`src/rtl/rom_load_pkg.sv`:
```
// rom_load_pkg: shared state encoding, region index type and default address map for ROM loading
package rom_load_pkg;
  typedef enum logic [2:0] {EMPTY, LOAD, HOLD, RUN, ERR} state_t;
  typedef logic [1:0] region_t;
  localparam logic [15:0] DEF_R1_BASE = 16'h4000;
  localparam logic [15:0] DEF_R2_BASE = 16'h5000;
  localparam logic [15:0] DEF_R3_BASE = 16'h6000;
  localparam logic [15:0] DEF_LIMIT = 16'h6200;
  localparam logic [15:0] DEF_MIN_BYTES = 16'h6200;
  localparam int DEF_HOLD_CYCLES = 1024;
  function automatic logic [3:0] region_strobe(input region_t r);
    return 4'b0001 << r;
  endfunction
endpackage

```
`src/rtl/rom_region_dec.sv`:
```
// rom_region_dec: maps a download address onto one of four ROM regions, flagging out-of-map addresses
module rom_region_dec
  import rom_load_pkg::*;
#(
  parameter logic [15:0] R1_BASE = DEF_R1_BASE,
  parameter logic [15:0] R2_BASE = DEF_R2_BASE,
  parameter logic [15:0] R3_BASE = DEF_R3_BASE,
  parameter logic [15:0] LIMIT = DEF_LIMIT
) (
  input  logic [24:0] addr,
  output logic        valid,
  output region_t     region
);
  assign valid = addr[24:16] == '0 && addr[15:0] < LIMIT;
  assign region = addr[15:0] < R1_BASE ? 2'd0 :
                  addr[15:0] < R2_BASE ? 2'd1 :
                  addr[15:0] < R3_BASE ? 2'd2 : 2'd3;
endmodule

```
`src/rtl/rom_load_ctrl.sv`:
```
// rom_load_ctrl: steers HPS download bytes into ROM regions and holds the core in reset
// until a complete image has been loaded and allowed to settle.
module rom_load_ctrl
  import rom_load_pkg::*;
#(
  parameter logic [15:0] R1_BASE = DEF_R1_BASE,
  parameter logic [15:0] R2_BASE = DEF_R2_BASE,
  parameter logic [15:0] R3_BASE = DEF_R3_BASE,
  parameter logic [15:0] LIMIT = DEF_LIMIT,
  parameter logic [15:0] MIN_BYTES = DEF_MIN_BYTES,
  parameter int HOLD_CYCLES = DEF_HOLD_CYCLES
) (
  input  logic        clk_sys,
  input  logic        reset,
  input  logic        dn_download,
  input  logic        dn_wr,
  input  logic [24:0] dn_addr,
  input  logic [7:0]  dn_data,
  input  logic        user_reset,
  output logic [3:0]  rom_we,
  output logic [15:0] rom_addr,
  output logic [7:0]  rom_data,
  output logic        core_reset,
  output logic        load_err,
  output logic        loaded
);
  localparam int HW = HOLD_CYCLES > 1 ? $clog2(HOLD_CYCLES) : 1;
  localparam logic [HW-1:0] HOLD_INIT = HW'(HOLD_CYCLES - 1);
  state_t state_q, state_d;
  logic dl_q, dl_rise, dl_fall, addr_ok, ovf_q, ovf_d;
  logic core_reset_q, core_reset_d, load_err_q, load_err_d, loaded_q, loaded_d;
  logic [15:0] byte_cnt_q, byte_cnt_d, rom_addr_q, rom_addr_d;
  logic [HW-1:0] hold_q, hold_d;
  logic [3:0] rom_we_q, rom_we_d;
  logic [7:0] rom_data_q, rom_data_d;
  region_t region;
  rom_region_dec #(
    .R1_BASE(R1_BASE), .R2_BASE(R2_BASE), .R3_BASE(R3_BASE), .LIMIT(LIMIT)
  ) u_dec (
    .addr(dn_addr), .valid(addr_ok), .region(region)
  );
  assign dl_rise = dn_download & ~dl_q;
  assign dl_fall = ~dn_download & dl_q;
  always_comb begin
    state_d = state_q;
    byte_cnt_d = byte_cnt_q;
    ovf_d = ovf_q;
    hold_d = hold_q;
    rom_we_d = '0;
    rom_addr_d = rom_addr_q;
    rom_data_d = rom_data_q;
    load_err_d = load_err_q;
    loaded_d = loaded_q;
    if (state_q == LOAD) begin
      if (dn_wr && addr_ok) begin
        rom_we_d = region_strobe(region);
        rom_addr_d = dn_addr[15:0];
        rom_data_d = dn_data;
        byte_cnt_d = byte_cnt_q + 16'(byte_cnt_q != 16'hFFFF);
      end
      if (dn_wr && !addr_ok) ovf_d = 1'b1;
      // a byte arriving with the falling edge is already in byte_cnt_d/ovf_d here
      if (dl_fall) begin
        state_d = (byte_cnt_d >= MIN_BYTES && !ovf_d) ? HOLD : ERR;
        loaded_d = byte_cnt_d >= MIN_BYTES && !ovf_d;
        load_err_d = !(byte_cnt_d >= MIN_BYTES && !ovf_d);
        hold_d = HOLD_INIT;
      end
    end else if (dl_rise) begin
      state_d = LOAD;
      byte_cnt_d = '0;
      ovf_d = 1'b0;
      load_err_d = 1'b0;
      loaded_d = 1'b0;
    end else if (state_q == HOLD) begin
      state_d = hold_q == '0 ? RUN : HOLD;
      hold_d = hold_q - HW'(hold_q != '0);
    end else if (state_q == RUN && user_reset) begin
      state_d = HOLD;
      hold_d = HOLD_INIT;
    end
    core_reset_d = state_q != RUN;
  end
  always_ff @(posedge clk_sys) begin
    if (reset) begin
      state_q <= EMPTY;
      dl_q <= 1'b0;
      byte_cnt_q <= '0;
      ovf_q <= 1'b0;
      hold_q <= '0;
      rom_we_q <= '0;
      rom_addr_q <= '0;
      rom_data_q <= '0;
      core_reset_q <= 1'b1;
      load_err_q <= 1'b0;
      loaded_q <= 1'b0;
    end else begin
      state_q <= state_d;
      dl_q <= dn_download;
      byte_cnt_q <= byte_cnt_d;
      ovf_q <= ovf_d;
      hold_q <= hold_d;
      rom_we_q <= rom_we_d;
      rom_addr_q <= rom_addr_d;
      rom_data_q <= rom_data_d;
      core_reset_q <= core_reset_d;
      load_err_q <= load_err_d;
      loaded_q <= loaded_d;
    end
  end
  assign rom_we = rom_we_q;
  assign rom_addr = rom_addr_q;
  assign rom_data = rom_data_q;
  assign core_reset = core_reset_q;
  assign load_err = load_err_q;
  assign loaded = loaded_q;
endmodule

```
`config.mk`:
```
export PLATFORM = sky130hd
export DESIGN_NAME = rom_load_ctrl
export DESIGN_NICKNAME = d
export VERILOG_FILES = /design/src/rtl/rom_load_pkg.sv /design/src/rtl/rom_region_dec.sv /design/src/rtl/rom_load_ctrl.sv
export SDC_FILE = /design/constraint.sdc
export NUM_CORES = 1
export LEC_CHECK = 0
export ABC_AREA = 1
export BUFFER_PORTS_ARGS = -buffer_cell sky130_fd_sc_hd__buf_2
export CORE_MARGIN = 5
export CORE_UTILIZATION = 48
export CTS_CLUSTER_SIZE = 10
export DETAILED_ROUTE_END_ITERATION = 12
export PLACE_DENSITY = 0.75
export SLEW_MARGIN = 5
export SYNTH_ARGS = -nofsm -noshare
export SYNTH_HDL_FRONTEND = slang
export SYNTH_SLANG_ARGS = --single-unit
```
`constraint.sdc`:
```
create_clock -name clk_sys -period 2.2 [get_ports clk_sys]
set_clock_uncertainty 0.05 [all_clocks]
set_input_delay 0.22 -clock clk_sys [delete_from_list [all_inputs] [get_ports clk_sys]]
set_output_delay 0.22 -clock clk_sys [all_outputs]
set_load 0.01 [all_outputs]
```
==> flow_metrics.py, run 1 <==
metrics = {
    "outcome": {
        "status": "complete, but fails checks",
        "violations": "setup timing",
    },
    "power": {
        "switching_share_pct": 32.3,
        "p_int_mw": 1.86,
        "p_per_area_mw_per_mm2": 708,
        "irDropWorstVdd_mv": 0.524,
        "p_sw_mw": 0.886,
        "clkPwrFrac_pct": 33.6,
        "p_leak_nw": 1.72,
        "combinationalPowerShare_pct": 19.8,
        "p_seq_share_pct": 46.6,
    },
    "drt": {
        "antenna_left": 0,
        "wl_per_cell_um": 13.4,
        "dr_total_vias": 3158,
        "drtIter0Drc": 220,
        "drc": 0,
        "first_pass_iters": 5,
        "avgViaCountPerCell": 5.26,
        "wl_mm": 8.05,
    },
    "timing": {
        "layout_min_cycle_time_ps": 2250,
        "rsz0062_at_grt": "true",
        "period_share_pct": 102,
        "worst_pin_slew_ps": 469,
        "max_slew_margin_pct": 68.6,
        "achievable-frequency_mhz": 444,
        "layout_setup_ws_ps": -54.2,
        "hold_viol_final": 0,
        "setup_viol": 3,
        "timing.final.max_slew_violations": 0,
    },
    "placement": {
        "io_buffers": 68,
        "hpwl_mm": 5.62,
        "finalWeightedCongestion": 0.914,
        "dp_worst_setup_slack_ps": -59.2,
    },
    "critical_path": {
        "crit_path_start_kind": "register",
        "end_kind": "register",
        "r2r_slack_ps": -50,
        "crit_required_ps": 2360,
        "crit_type": "reg -> reg",
        "critPathArrivalTime_ps": 2420,
        "crit_fanout": 3,
    },
    "synthesis": {
        "muxShareOfSynthArea_pct": 0,
        "ys_types": 33,
        "yosys.area_share.adder_pct": 1.71,
        "synth_seq_cells": 62,
        "syn-num-nets": 461,
        "synth_area_leaders": "dfxtp_1, nor2_1, nand2_1",
        "synth_xor_xnor_area_share_pct": 1.20,
        "synth_area_mm2": 0.00292,
        "avgSynthCellArea_um2": 6.97,
        "synth_top_cell_area_share_pct": 42.5,
        "ys_seq_area_share_pct": 42.5,
        "synth_top_family_by_area": "simple AND/OR/NAND/NOR gates",
        "post-synth-top-area-cell": "dfxtp_1",
        "synth-compound-area-share_pct": 14.8,
        "synthSimpleGateAreaFrac_pct": 32.8,
        "yosys_warnings": 0,
        "synth_cells": 419,
    },
    "final_layout": {
        "antenna_cells": 0,
        "final_util_pct": 65.5,
        "drive_gt1_share_pct": 31.4,
        "fill_cells": 529,
        "area_delta_synth_final_pct": 32.8,
        "layout_commonest_cell": "nor2_1",
        "finalNetCount": 562,
        "final_cell_mix": "nor2_1, nand2_1, buf_2, dfxtp_1, o21ai_0",
    },
    "floorplanning": {
        "rows": 28,
        "die_w_um": 88.0,
        "dieArea_mm2": 0.00775,
        "io_pins": 69,
        "start_util_pct": 49.3,
        "fp.dieH_um": 88.0,
        "coreArea_mm2": 0.00592,
    },
    "cts": {
        "clkTransAtPathRegs_ps": 80,
        "root_buffer": "clkbuf_8",
        "hold_buffers": 0,
        "numCtsBuffers": 9,
        "ctsLongestPathBuffers": 2,
        "cts_tree": "yes",
        "clk_latency_ps": 350,
        "clock-sinks": 62,
        "cts_max_level": 3,
    },
    "global_route": {
        "grt_max_degree": 29,
        "grt_first_pass_wirelength_mm": 12.9,
        "grt.total_usage_pct": 21.2,
        "first_global_vias": 2917,
        "antenna_found_initial": 0,
        "grt_overflow": 0,
    },
    "run": {
        "cap_violations": 0,
    },
    "min_path": {
        "hold_class": "in -> reg",
    },
}
-- worst paths after layout --
kind,start,to,cells after the start
hold reg to reg,rom_addr[15],rom_addr[15],2
hold / removal,dn_addr[7],rom_addr[7],3
setup / recovery,byte_cnt_q[11],load_err,18
setup reg to reg,byte_cnt_q[11],load_err,18
-- registers in the layout, indices dropped and copies added, names as in the netlist, 3 cells and up --
| name | flops |
|---|---|
| state_q | 3 |
| rom_data | 8 |
| rom_we | 4 |
| hold_q | 10 |
| byte_cnt_q | 16 |
| rom_addr | 16 |
-- cells in the mapped netlist, drive strengths merged --
cell type and n:
a22oi 4, a211oi 3, nor4 5, a21oi 23, buf 5, xnor2 1
o21ai 35, or2 1, nor3 8, nand3 21, a31oi 4, nand2 79
o31ai 2, xor2 3, o22ai 2, dfxtp 62, nor2 97, clkbuf 7
a311oi 3, nand3b 2, nand4 9, ha 4, inv 39
-- cell families (layout without fill, tap and decap cells) --
logic type	count (synthesis)	after routing
AOI/OAI and AO/OA	76	76
xor gates and xnor gates	4	4
adders and majority gates	4	4
buffers and inverters	51	157
DFF	62	62
and+or+nand+nor	222	222
-- power by group through the flow --
stage               registers [mW]  clock network [mW]  logic, mW
floorplan                     1.28                   0      0.373
global placement              1.30                   0      0.493
detailed placement            1.30                   0      0.510
CTS                           1.27               0.941      0.513
global route                  1.29               0.983      0.611
finish                        1.28               0.922      0.542
-- through the flow --
step | power (mW) | cell area (µm²) | std cells | setup TNS [ps] | hold WS (ps)
after floorplan | 1.66 | 2930 | 419 | 0 | 248
after global placement | 1.79 | 3510 | 577 | 0 | 376
after detailed placement | 1.81 | 3510 | 577 | -175 | 380
after CTS | 2.73 | 3750 | 596 | -10.0 | 36.7
after global routing | 2.89 | 3880 | 600 | -848 | 51.3
final | 2.74 | 3880 | 600 | -108 | 49.6
-- cell type report --
class                   count  area (µm²)  share of cell area [%]
inverters                  39         149                    3.84
well taps                  75        93.8                    2.42
flip-flops and latches     62        1240                    32.1
clock inverters             6        46.3                    1.19
multi-input cells         306        1610                    41.5
repair buffers            102         599                    15.5
clock buffers              10         138                    3.55
-- per-layer routing --
metal / global-route usage, % / wire, µm
met5: 0 / 0
met3: 4.33 / 499
met1: 27.0 / 3600
met2: 34.0 / 3750
met4: 10.6 / 194
-- worst max-delay path, cell delays in order, from the launching register on --
cell and delay, ps:
dfxtp_1 320, nand2_1 150, nor3_2 60, nand3_1 130
ha_4 180, ha_4 150, nand3_4 70, nor2_1 180
nand3_1 100, nand2_1 80, nand2_1 50, nand2_1 60
nand2_1 60, nor2_1 110, nand2_1 80, nand2_2 80
nand2_2 50, nand2_2 90, a21oi_2 50
-- repair_timing --
item                                    in CTS  in global routing
buffers inserted                             3                  4
pin swaps                                   12                 13
resized for setup                           10                 26
endpoints found under the setup margin       4                  9
Note: power is estimated with default switching activity, not from simulation.
==> run 2, diff against run 1 <==
==> constraint.sdc (replaced) <==
create_clock -name clk_sys -period 1.8 [get_ports clk_sys]
set_clock_uncertainty 0.05 [all_clocks]
set_input_delay 0.18 -clock clk_sys [delete_from_list [all_inputs] [get_ports clk_sys]]
set_output_delay 0.18 -clock clk_sys [all_outputs]
set_load 0.01 [all_outputs]
==> flow_metrics.py, run 2 (same netlist as run 1, synthesis figures left out) <==
metrics = {
    "final_layout": {
        "finalNetCount": 595,
        "area_delta_synth_final_pct": 50.0,
        "drive_gt1_share_pct": 41.2,
        "final_util_pct": 74.0,
        "antenna_cells": 0,
        "layout_commonest_cell": "nor2_1",
        "final_cell_mix": "nor2_1, buf_2, nand2_1, buf_4, dfxtp_1",
        "final_area_mm2": 0.00438,
    },
    "placement": {
        "finalWeightedCongestion": 0.891,
        "hpwl_mm": 6.08,
        "dpl-instance-area_mm2": 0.00380,
        "io_buffers": 68,
    },
    "timing": {
        "layout_setup_ws_ps": -458,
        "hold_slack_ps": 8.94,
        "max_slew_margin_pct": 66.4,
        "rsz0062_at_grt": "true",
        "hold_viol_final": 0,
        "layout_min_cycle_time_ps": 2260,
        "achievable-frequency_mhz": 443,
        "period_share_pct": 125,
        "timing.final.max_slew_violations": 0,
        "setup_viol": 18,
        "worst_pin_slew_ps": 503,
        "tns_ps": -3540,
    },
    "critical_path": {
        "crit_slowest_cell": "dfxtp_2",
        "cp-endpoint": "state_q[2]",
        "crit_type": "reg -> reg",
        "end_kind": "register",
        "crit_fanout": 4,
        "startpoint": "byte_cnt_q[15]",
        "r2r_cells": 20,
        "slowest_delay_ps": 340,
        "crit_family": "simple AND/OR/NAND/NOR gates",
        "crit_path_start_kind": "register",
        "cpMostUsedCell": "nand2_1",
        "rr_endpoint": "state_q[2]",
        "path_buf_inv": 3,
        "crit_required_ps": 2020,
        "r2r-start": "byte_cnt_q[15]",
        "critPathArrivalTime_ps": 2480,
        "path_cells": "inv_2 > nor4_4 > nand3_2 > ha_4 > ha_4 > nand3_4 > inv_4 > nand3_2 > nand2_1 > nand2_1 > nand2_2 > nand2_2 > nand2_1 > inv_1 > nand2_1 > nand2_1 > nand2_1 > nand2_1 > nand2_2 > a21oi_2",
        "cp.depth": 20,
        "r2r_slack_ps": -460,
    },
    "min_path": {
        "hold_start": "dn_data[2]",
        "hold_class": "in -> reg",
    },
    "drt": {
        "drc": 0,
        "drtIter0Drc": 275,
        "wl_mm": 9.07,
        "antenna_left": 0,
        "wl_per_cell_um": 14.3,
        "first_pass_iters": 5,
        "avgViaCountPerCell": 5.28,
        "dr_total_vias": 3340,
    },
    "floorplanning": {
        "coreArea_mm2": 0.00592,
        "dieArea_mm2": 0.00775,
        "io_pins": 69,
        "start_util_pct": 49.3,
        "die_w_um": 88.0,
        "fp.dieH_um": 88.0,
        "rows": 28,
    },
    "global_route": {
        "grt_max_degree": 29,
        "grt.total_usage_pct": 23.5,
        "antenna_found_initial": 0,
        "grt_first_pass_wirelength_mm": 14.3,
        "first_global_vias": 3227,
        "grt_overflow": 0,
    },
    "power": {
        "p_per_area_mw_per_mm2": 926,
        "irDropWorstVdd_mv": 0.889,
        "p_leak_nw": 1.97,
        "fin_total_pwr_mw": 4.06,
    },
    "cts": {
        "cts_max_level": 3,
        "clkTransAtPathRegs_ps": 80,
        "root_buffer": "clkbuf_8",
        "ctsLongestPathBuffers": 2,
        "clock-sinks": 62,
        "clk_latency_ps": 340,
        "cts_tree": "yes",
        "numCtsBuffers": 9,
    },
    "outcome": {
        "status": "complete, but fails checks",
        "violations": "setup timing",
    },
    "run": {
        "cap_violations": 0,
    },
}
run 2: changes by cell type in the layout (fill, tap and decap cells not counted), moves of 4 or more:
cell / previous run / this run
nand2_1: 70 / 66
dfxtp_2: 2 / 11
inv_2: 6 / 10
nor2_1: 89 / 85
inv_1: 32 / 27
dfxtp_1: 60 / 50
nand2_2: 9 / 13
buf_4: 33 / 60
run 2: how the worst min path moves through the flow:
stage | to | slack (ps) | cells after the start
floorplan | rom_we[1] | 210 | 1
global placement | rom_addr[2] | 350 | 3
detailed placement | rom_addr[5] | 360 | 3
CTS | rom_addr[7] | 3 | 3
global route | rom_data[4] | 10 | 3
finish | rom_data[2] | 9 | 3
run 2: worst min-delay path, delay by kind of cell:
family                 cells  cell delay (ps)
AND/OR/NAND/NOR            2              110
buffers and inverters      1               70
run 2: power breakdown:
| part | switching, mW | internal, mW |
|---|---|---|
| clock network | 0.582 | 0.925 |
| registers | 0.0898 | 1.47 |
| logic | 0.554 | 0.443 |
| total | 1.23 | 2.83 |
run 2: repair_timing:
| item | in CTS | in global routing |
|---|---|---|
| hold buffers | 3 | 0 |
| setup endpoints to repair | 22 | 27 |
| gates resized for setup | 20 | 40 |
| endpoints found under the hold margin | 3 | 0 |
| pin swaps | 7 | 24 |
| buffers inserted | 4 | 7 |
run 2: layer usage:
metal	global-route usage, %	wire length [µm]	up-vias
met5	0	0	-
met4	10.4	226	0
met3	5.27	564	28
met2	38.0	4300	120
met1	29.9	3970	1543
li1	-	-	1649
run 2: per-stage QoR:
| step | setup slack, ps | instances |
|---|---|---|
| finish | -458 | 633 |
| detailed placement | -416 | 603 |
| floorplan | -233 | 419 |
| global placement | -330 | 603 |
| global route | -640 | 633 |
| CTS | -387 | 626 |
run 2: final cells by class:
type	count	area, µm²
Multi-Input combinational cell	306	1760
Clock buffer	9	124
Fill cell	404	1540
Sequential cell	62	1260
Inverter	39	151
Timing Repair Buffer	135	875
Tap cell	75	93.8
Clock inverter	7	121
==> run 3, diff against run 2 <==
==> constraint.sdc (replaced) <==
create_clock -name clk_sys -period 1.8 [get_ports clk_sys]
set_clock_uncertainty 0.05 [all_clocks]
set_input_delay 0.36 -clock clk_sys [delete_from_list [all_inputs] [get_ports clk_sys]]
set_output_delay 0.36 -clock clk_sys [all_outputs]
set_load 0.01 [all_outputs]
==> flow_metrics.py, run 3 (same netlist as run 1, synthesis figures left out) <==
metrics = {
    "run": {
        "cap_violations": 0,
    },
    "outcome": {
        "violations": "setup timing",
        "status": "complete, but fails checks",
    },
    "power": {
        "fin_total_pwr_mw": 4.07,
        "p_int_mw": 2.84,
        "p_per_area_mw_per_mm2": 933,
        "combinationalPowerShare_pct": 25.6,
        "p_leak_nw": 1.98,
        "irDropWorstVdd_mv": 0.920,
        "clkPwrFrac_pct": 36.1,
        "p_seq_share_pct": 38.3,
        "switching_share_pct": 30.3,
        "p_sw_mw": 1.23,
    },
    "final_layout": {
        "finalNetCount": 597,
        "drive_gt1_share_pct": 42.0,
        "layout_commonest_cell": "nor2_1",
        "final_area_mm2": 0.00436,
        "area_delta_synth_final_pct": 49.2,
        "fill_cells": 459,
        "antenna_cells": 0,
        "seq_area_mm2": 0.00126,
        "final_cell_mix": "nor2_1, buf_2, buf_4, nand2_1, dfxtp_1",
        "final_util_pct": 73.6,
        "multi_input_area_mm2": 0.00173,
    },
    "timing": {
        "tns_ps": -6030,
        "worst_pin_slew_ps": 413,
        "layout_min_cycle_time_ps": 2370,
        "rsz0062_at_grt": "true",
        "achievable-frequency_mhz": 422,
        "layout_setup_ws_ps": -570,
        "setup_viol": 19,
        "max_slew_margin_pct": 72.4,
        "timing.final.max_slew_violations": 0,
        "hold_viol_final": 0,
        "period_share_pct": 132,
        "hold_slack_ps": 187,
    },
    "drt": {
        "drc": 0,
        "wl_mm": 9.07,
        "first_pass_iters": 5,
        "avgViaCountPerCell": 5.36,
        "dr_total_vias": 3405,
        "antenna_left": 0,
        "wl_per_cell_um": 14.3,
        "drtIter0Drc": 176,
    },
    "cts": {
        "clk_latency_ps": 340,
        "clkTransAtPathRegs_ps": 70,
        "root_buffer": "clkbuf_8",
        "numCtsBuffers": 9,
        "ctsLongestPathBuffers": 2,
        "clock-sinks": 62,
        "cts_max_level": 3,
        "cts_tree": "yes",
    },
    "min_path": {
        "min_path_cells": 3,
        "hold_start": "dn_addr[7]",
        "min_to": "rom_addr[7]",
        "hold_class": "in -> reg",
    },
    "placement": {
        "finalWeightedCongestion": 0.871,
        "dpl-instance-area_mm2": 0.00385,
        "io_buffers": 68,
        "hpwl_mm": 6.00,
    },
    "critical_path": {
        "r2r_slack_ps": -570,
        "end_kind": "register",
        "crit_fanout": 3,
        "path_buf_inv": 2,
        "slowest_delay_ps": 350,
        "critPathArrivalTime_ps": 2600,
        "crit_type": "reg -> reg",
        "crit_slowest_cell": "dfxtp_2",
        "r2r_cells": 20,
        "crit_required_ps": 2030,
        "cpMostUsedCell": "nand2_2",
        "crit_path_start_kind": "register",
        "path_cells": "nand3_4 > nor4_4 > nand3_2 > ha_4 > ha_4 > nand3_4 > inv_2 > nand3_2 > nand2_2 > nand2_2 > nand2_2 > nand2_2 > nand2_1 > inv_1 > nand2_1 > nand2_1 > nand2_2 > nand2_1 > nand2_2 > a21oi_2",
        "crit_family": "simple AND/OR/NAND/NOR gates",
        "rr_endpoint": "load_err",
        "r2r-start": "byte_cnt_q[12]",
    },
    "global_route": {
        "first_global_vias": 3223,
        "grt_first_pass_wirelength_mm": 14.3,
        "grt.total_usage_pct": 23.5,
        "antenna_found_initial": 0,
        "grt_overflow": 0,
        "grt_max_degree": 29,
    },
    "floorplanning": {
        "die_w_um": 88.0,
        "io_pins": 69,
        "fp.dieH_um": 88.0,
        "start_util_pct": 49.3,
        "dieArea_mm2": 0.00775,
        "rows": 28,
        "coreArea_mm2": 0.00592,
    },
}
[run 3: timing repair]
item,CTS,global route
gates resized for setup,14,41
hold buffers,0,0
endpoints found under the setup margin,21,27
setup buffers,4,5
pin swaps,7,25
[run 3: area by class of cell]
| cell class | count | share of cell area [%] |
|---|---|---|
| inverters | 39 | 3.42 |
| repair buffers | 137 | 20.2 |
| well taps | 75 | 2.15 |
| clock inverters | 5 | 1.81 |
| flip-flops and latches | 62 | 28.9 |
| clock buffers | 11 | 3.73 |
| multi-input cells | 306 | 39.8 |
[run 3: how the worst max path moves through the flow]
stage	from	to	cells past startpoint
floorplan	byte_cnt_q[3]	load_err	19
global placement	byte_cnt_q[14]	state_q[2]	20
detailed placement	byte_cnt_q[13]	state_q[2]	16
CTS	byte_cnt_q[0]	load_err	20
global route	byte_cnt_q[12]	state_q[2]	20
finish	byte_cnt_q[12]	load_err	20
[run 3: metrics by stage]
step / setup slack (ps) / cells
floorplan: -233 / 419
global placement: -324 / 610
detailed placement: -412 / 610
CTS: -378 / 630
global route: -726 / 635
finish: -570 / 635
[run 3: power groups by stage]
| stage | sequential, mW | clock (mW) | combinational [mW] |
|---|---|---|---|
| after floorplan | 1.57 | 0 | 0.522 |
| after global placement | 1.57 | 0 | 0.772 |
| after detailed placement | 1.57 | 0 | 0.792 |
| after CTS | 1.55 | 1.47 | 0.878 |
| after global routing | 1.57 | 1.54 | 1.13 |
| final | 1.56 | 1.47 | 1.04 |
[run 3: layer usage]
| layer | vias up | track usage (%) | wire length (µm) |
|---|---|---|---|
| met2 | 165 | 38.9 | 4340 |
| li1 | 1658 | - | - |
| met1 | 1555 | 28.6 | 3890 |
| met3 | 27 | 6.11 | 633 |
| met4 | 0 | 10.4 | 205 |
| met5 | - | 0 | 0 |
[run 3: worst register-to-register path, stage by stage (launching register included)]
cell	delay, ps
dfxtp_2	350
nand3_4	100
nor4_4	320
nand3_2	140
ha_4	210
ha_4	170
nand3_4	60
inv_2	40
nand3_2	60
nand2_2	50
nand2_2	60
nand2_2	70
nand2_2	80
nand2_1	40
inv_1	40
nand2_1	50
nand2_1	80
nand2_2	70
nand2_1	80
nand2_2	70
a21oi_2	120
